[src/rtl/uart_verici_kuyrugu.sv]
// rtl/uart_verici_kuyrugu.sv - show-ahead transmit FIFO feeding the UART transmitter
module uart_verici_kuyrugu #(
  parameter int VERI_BIT  = 8,
  parameter int DERINLIK  = 16,
  parameter int ADRES_BIT = 4
) (
  input  logic                 clk_i,
  input  logic                 rstn_i,
  input  logic                 temizle_i,
  input  logic                 yaz_gecerli_i,
  input  logic [VERI_BIT-1:0]  yaz_veri_i,
  output logic                 yaz_hazir_o,
  output logic                 oku_gecerli_o,
  output logic [VERI_BIT-1:0]  oku_veri_o,
  input  logic                 oku_tuket_i,
  output logic                 bos_o,
  output logic                 dolu_o,
  output logic [ADRES_BIT:0]   doluluk_o,
  input  logic [ADRES_BIT:0]   esik_i,
  output logic                 esik_kesme_o,
  output logic                 tasma_o,
  output logic                 alt_tasma_o
);

  logic [VERI_BIT-1:0] bellek [DERINLIK];

  logic [ADRES_BIT:0] wr_ptr_q, wr_ptr_d;
  logic [ADRES_BIT:0] rd_ptr_q, rd_ptr_d;
  logic               tasma_q, tasma_d;
  logic               alt_tasma_q, alt_tasma_d;
  logic               esik_kesme_q, esik_kesme_d;
  logic               yaz_kabul, oku_kabul;
  logic [ADRES_BIT:0] doluluk_sonraki;

  assign bos_o  = (wr_ptr_q == rd_ptr_q);
  assign dolu_o = (wr_ptr_q[ADRES_BIT] != rd_ptr_q[ADRES_BIT]) &&
                  (wr_ptr_q[ADRES_BIT-1:0] == rd_ptr_q[ADRES_BIT-1:0]);
  assign doluluk_o     = wr_ptr_q - rd_ptr_q;
  assign yaz_hazir_o   = !dolu_o;
  assign oku_gecerli_o = !bos_o;
  assign oku_veri_o    = bellek[rd_ptr_q[ADRES_BIT-1:0]];
  assign tasma_o       = tasma_q;
  assign alt_tasma_o   = alt_tasma_q;
  assign esik_kesme_o  = esik_kesme_q;

  // Flush wins over both sides; acceptance uses the pre-edge full/empty state.
  assign yaz_kabul = yaz_gecerli_i && !dolu_o && !temizle_i;
  assign oku_kabul = oku_tuket_i && !bos_o && !temizle_i;

  always_comb begin
    wr_ptr_d     = wr_ptr_q + {{ADRES_BIT{1'b0}}, yaz_kabul};
    rd_ptr_d     = rd_ptr_q + {{ADRES_BIT{1'b0}}, oku_kabul};
    tasma_d      = tasma_q || (yaz_gecerli_i && dolu_o);
    alt_tasma_d  = alt_tasma_q || (oku_tuket_i && bos_o);
    if (temizle_i) begin
      rd_ptr_d    = wr_ptr_q;
      tasma_d     = 1'b0;
      alt_tasma_d = 1'b0;
    end
    doluluk_sonraki = wr_ptr_d - rd_ptr_d;
    esik_kesme_d    = (doluluk_sonraki <= esik_i);
  end

  always_ff @(posedge clk_i or negedge rstn_i) begin
    if (!rstn_i) begin
      wr_ptr_q     <= '0;
      rd_ptr_q     <= '0;
      tasma_q      <= 1'b0;
      alt_tasma_q  <= 1'b0;
      esik_kesme_q <= 1'b0;
    end else begin
      wr_ptr_q     <= wr_ptr_d;
      rd_ptr_q     <= rd_ptr_d;
      tasma_q      <= tasma_d;
      alt_tasma_q  <= alt_tasma_d;
      esik_kesme_q <= esik_kesme_d;
    end
  end

  // Storage has no reset; emptiness is tracked by the pointers alone.
  always_ff @(posedge clk_i) begin
    if (yaz_kabul) begin
      bellek[wr_ptr_q[ADRES_BIT-1:0]] <= yaz_veri_i;
    end
  end

endmodule

[config.mk]
export PLATFORM = sky130hd
export DESIGN_NAME = uart_verici_kuyrugu
export DESIGN_NICKNAME = d
export VERILOG_FILES = /design/src/rtl/uart_verici_kuyrugu.sv
export SDC_FILE = /design/constraint.sdc
export NUM_CORES = 1
export LEC_CHECK = 0
export CORE_UTILIZATION = 45
export CTS_CLUSTER_SIZE = 10
export DETAILED_ROUTE_END_ITERATION = 8
export SYNTH_ARGS = -nofsm -noshare
export SYNTH_HDL_FRONTEND = slang
export SYNTH_SLANG_ARGS = --single-unit
[constraint.sdc]
create_clock -name clk_i -period 7.04 [get_ports clk_i]
set_clock_uncertainty 0.1 [all_clocks]
set_input_delay 1.408 -clock clk_i [delete_from_list [all_inputs] [get_ports clk_i]]
set_output_delay 1.408 -clock clk_i [all_outputs]
set_load 0.02 [all_outputs]
==> impl_metrics.toml <==
[detailed_routing]
number_of_drc_violations_after_detailed_routing = 0
routed_wire_length_per_instance_um = 18.2
wl_um = 10800
dr_total_vias = 3108
vias_per_cell = 5.22
firstDrtPassIters = 4
first_iter_violations = 161
postRouteAntennaNets = 0

[setup_path]
cp_buf_inv_count = 2
category_of_the_worst_setup_path_capture_point = "output port"
timing_worst_setup_path_type = "reg2out"
critical-path-max-stage-delay_ns = 0.76
worst_ep_arrival_time_ns = 3.48
dominant_delay_contributor_by_cell_family_on_the_critical_path = "buffers and inverters"
path_cells = "buf_4, mux2i_1, a221oi_1, a22oi_1, nand2_1, clkdlybuf4s50_1"
critPathMaxFanout = 33
worst-endpoint-required_ns = 5.53
critPathLaunchType = "register"
critPathSlowestCell = "sky130_fd_sc_hd__dfrtp_2"

[power]
worst_ir_drop_vdd_uv = 208
leakage_power_of_the_design_nw = 2.54
pwr_density_cell_nw_per_um2 = 460

[sta]
period_utilization_pct = 70.9
fmax_ghz = 0.200
maxSlewHeadroom_pct = 26.1
period_needed_ns = 4.99
setup_tns_ns = 0
max_slew.worst_pin.slew_ns = 1.10
grt_setup_unrepaired = "false"
finalSetupViolations = 0
finalMaxSlewViolations = 0
timing_hold_violations_final = 0

[placement]
io_buffer_count = 37
place_hpwl_um = 7610
gp_congestion = 0.750

[synth]
synth.distinct_cells = 39
number_of_warnings_printed_during_yosys_synthesis = 0
cells_taking_the_most_area_after_synthesis = "sky130_fd_sc_hd__edfxtp_1, sky130_fd_sc_hd__mux4_2, sky130_fd_sc_hd__mux2i_1, sky130_fd_sc_hd__dfrtp_1, sky130_fd_sc_hd__ha_1"
synth_top_area_cell = "sky130_fd_sc_hd__edfxtp_1"
net_count_after_synthesis = 398
synthesis.area_per_instance_um2 = 16.8
synth_flop_cell = "sky130_fd_sc_hd__edfxtp_1"
post_synth_edffs = 128
synth_largest_type_area_fraction_pct = 63.4
postSynth.asyncResetShare_pct = 9.22
synthMostInstantiatedCell = "sky130_fd_sc_hd__edfxtp_1"
syn-instance-count = 362
yosys_register_bits = 141
synthesis.area_um2 = 6070
synth_top_cells_by_count = "sky130_fd_sc_hd__edfxtp_1, sky130_fd_sc_hd__mux2i_1, sky130_fd_sc_hd__inv_1"
seq_area_frac_synth_pct = 68.7

[cts]
ctsRootBufferMaster = "sky130_fd_sc_hd__clkbuf_16"
cts-buffers-inserted = 17
post-cts-setup-buffer-count = 0
clkLatencyLatePin_ns = 0.41
clock-sinks = 141
clock_tree_from_tritoncts = "yes"
ctsHoldBuffers = 0
cts_max_level = 4
clock_path_buffers = 2
ctsResizeCount = 0
clk_pin_slew_ns = 0.06

[floorplan]
die_area_um2 = 14000
die_h_um = 118
fp.coreArea_um2 = 13200
boundaryPins = 38
start_util_pct = 46.0
fp-row-count = 42
die_x_um = 118

[layout]
nets = 443
area.growth.synth_to_final_pct = 17.7
post_route_cells_drive_above_1_share_pct = 13.8
finish.utilization_pct = 54.1
filler_cell_count = 1058
insertedDiodeCount = 0

[grt]
grt_usage_pct = 17.0
grt_overflow_total = 0
first_global_vias = 3091
grt_max_degree = 34
global_route_wire_length_before_repair_um = 17300
antenna_found_initial = 0

[min_path]
holdCritPathClass = "reg2reg"

[job]
max_cap_viol_count = 0

[outcome]
outcome = "finished, final reports clean"
[worst register-to-register path, cell delays in order (launching register included)]
cell,delay (ns)
sky130_fd_sc_hd__dfrtp_1,0.98
sky130_fd_sc_hd__inv_1,0.23
sky130_fd_sc_hd__ha_1,0.38
sky130_fd_sc_hd__nand4_1,0.12
sky130_fd_sc_hd__nor2_1,0.26
sky130_fd_sc_hd__nor3b_1,0.10
sky130_fd_sc_hd__ha_1,0.23
sky130_fd_sc_hd__ha_1,0.27
sky130_fd_sc_hd__mux2i_1,0.21
sky130_fd_sc_hd__inv_1,0.11
sky130_fd_sc_hd__fa_1,0.44
sky130_fd_sc_hd__maj3_2,0.33
sky130_fd_sc_hd__o21bai_2,0.12
sky130_fd_sc_hd__xnor2_1,0.13
sky130_fd_sc_hd__ha_1,0.26
sky130_fd_sc_hd__and3_1,0.17
sky130_fd_sc_hd__nand3_1,0.07
sky130_fd_sc_hd__o21ai_0,0.07
[state kept, by name (all words and copies together) (netlist names)]
| register | cells |
|---|---|
| bellek | 128 |
| alt_tasma_o | 1 |
| rd_ptr_q | 5 |
| wr_ptr_q | 5 |
| tasma_o | 1 |
| esik_kesme_o | 1 |
[power breakdown]
part	switching, mW	total, mW	internal (mW)
registers	0.125	1.11	0.987
clock network	0.316	0.832	0.516
logic	0.694	1.34	0.643
total	1.14	3.28	2.15
[per-layer routing]
| layer | wire length, µm | GRT usage, % | vias up |
|---|---|---|---|
| met5 | 0 | 0 | - |
| met2 | 5150 | 24.7 | 53 |
| li1 | - | - | 1498 |
| met1 | 5150 | 24.0 | 1549 |
| met3 | 440 | 5.04 | 8 |
| met4 | 93 | 6.73 | 0 |
[path summary, 6_finish.rpt]
path / startpoint / endpoint / slack (ns) / depth (start not counted)
max: rd_ptr_q[0] / oku_veri_o[1] / 2.05 / 6
min: alt_tasma_o / alt_tasma_o / 0.39 / 2
max reg2reg: rd_ptr_q[1] / esik_kesme_o / 2.34 / 17
min reg2reg: alt_tasma_o / alt_tasma_o / 0.39 / 2
max in group asynchronous: rstn_i / rd_ptr_q[0] / 5.12 / 1
min in group asynchronous: rstn_i / tasma_o / 1.28 / 1
[final cells by class]
class	count	area, µm²	share of cell area, %
inverter	23	86.3	1.21
timing repair buffer	41	400	5.61
multi-input combinational	183	1710	23.9
tap	176	220	3.09
sequential	141	4170	58.4
clock inverter	12	121	1.70
clock buffer	19	433	6.06
[stage by stage]
| stage | area (µm²) | hold slack [ns] | std cells | power (mW) | setup slack, ns |
|---|---|---|---|---|---|
| floorplan | 6070 | 0.408 | 362 | 2.04 | 2.81 |
| finish | 7140 | 0.393 | 595 | 3.28 | 2.05 |
| global route | 7140 | 0.403 | 595 | 3.47 | 1.80 |
| CTS | 7140 | 0.395 | 595 | 3.31 | 2.06 |
| detailed placement | 6580 | 0.381 | 564 | 2.48 | 2.04 |
| global placement | 6580 | 0.388 | 564 | 2.47 | 2.14 |
[placed cells by master (no fill, tap or decap), types with 3 or more instances in the layout]
master	instances
sky130_fd_sc_hd__inv_1	21
sky130_fd_sc_hd__clkdlybuf4s50_1	37
sky130_fd_sc_hd__clkinv_2	3
sky130_fd_sc_hd__dfrtp_1	12
sky130_fd_sc_hd__nor3_1	4
sky130_fd_sc_hd__mux2i_1	33
sky130_fd_sc_hd__clkinv_1	3
sky130_fd_sc_hd__edfxtp_1	128
sky130_fd_sc_hd__o21ai_0	10
sky130_fd_sc_hd__xor2_1	3
sky130_fd_sc_hd__o21a_1	5
sky130_fd_sc_hd__clkbuf_16	17
sky130_fd_sc_hd__xnor2_1	12
sky130_fd_sc_hd__ha_1	16
sky130_fd_sc_hd__a221oi_1	16
sky130_fd_sc_hd__nand3_1	8
sky130_fd_sc_hd__a22oi_1	7
sky130_fd_sc_hd__mux4_2	16
sky130_fd_sc_hd__a21oi_1	5
sky130_fd_sc_hd__nand2_1	11
sky130_fd_sc_hd__nor2_1	16
sky130_fd_sc_hd__buf_4	4
[logic make-up after synthesis]
group           after synthesis  synth area share [%]
flops                       141                  68.7
mux                          51                  11.8
simple gates                 49                  4.00
compound gates               47                  5.63
buf+inv                      38                  3.16
fa+ha+maj                    20                  4.31
xor+xnor                     16                  2.43
Note: power is estimated with default switching activity, not from simulation.
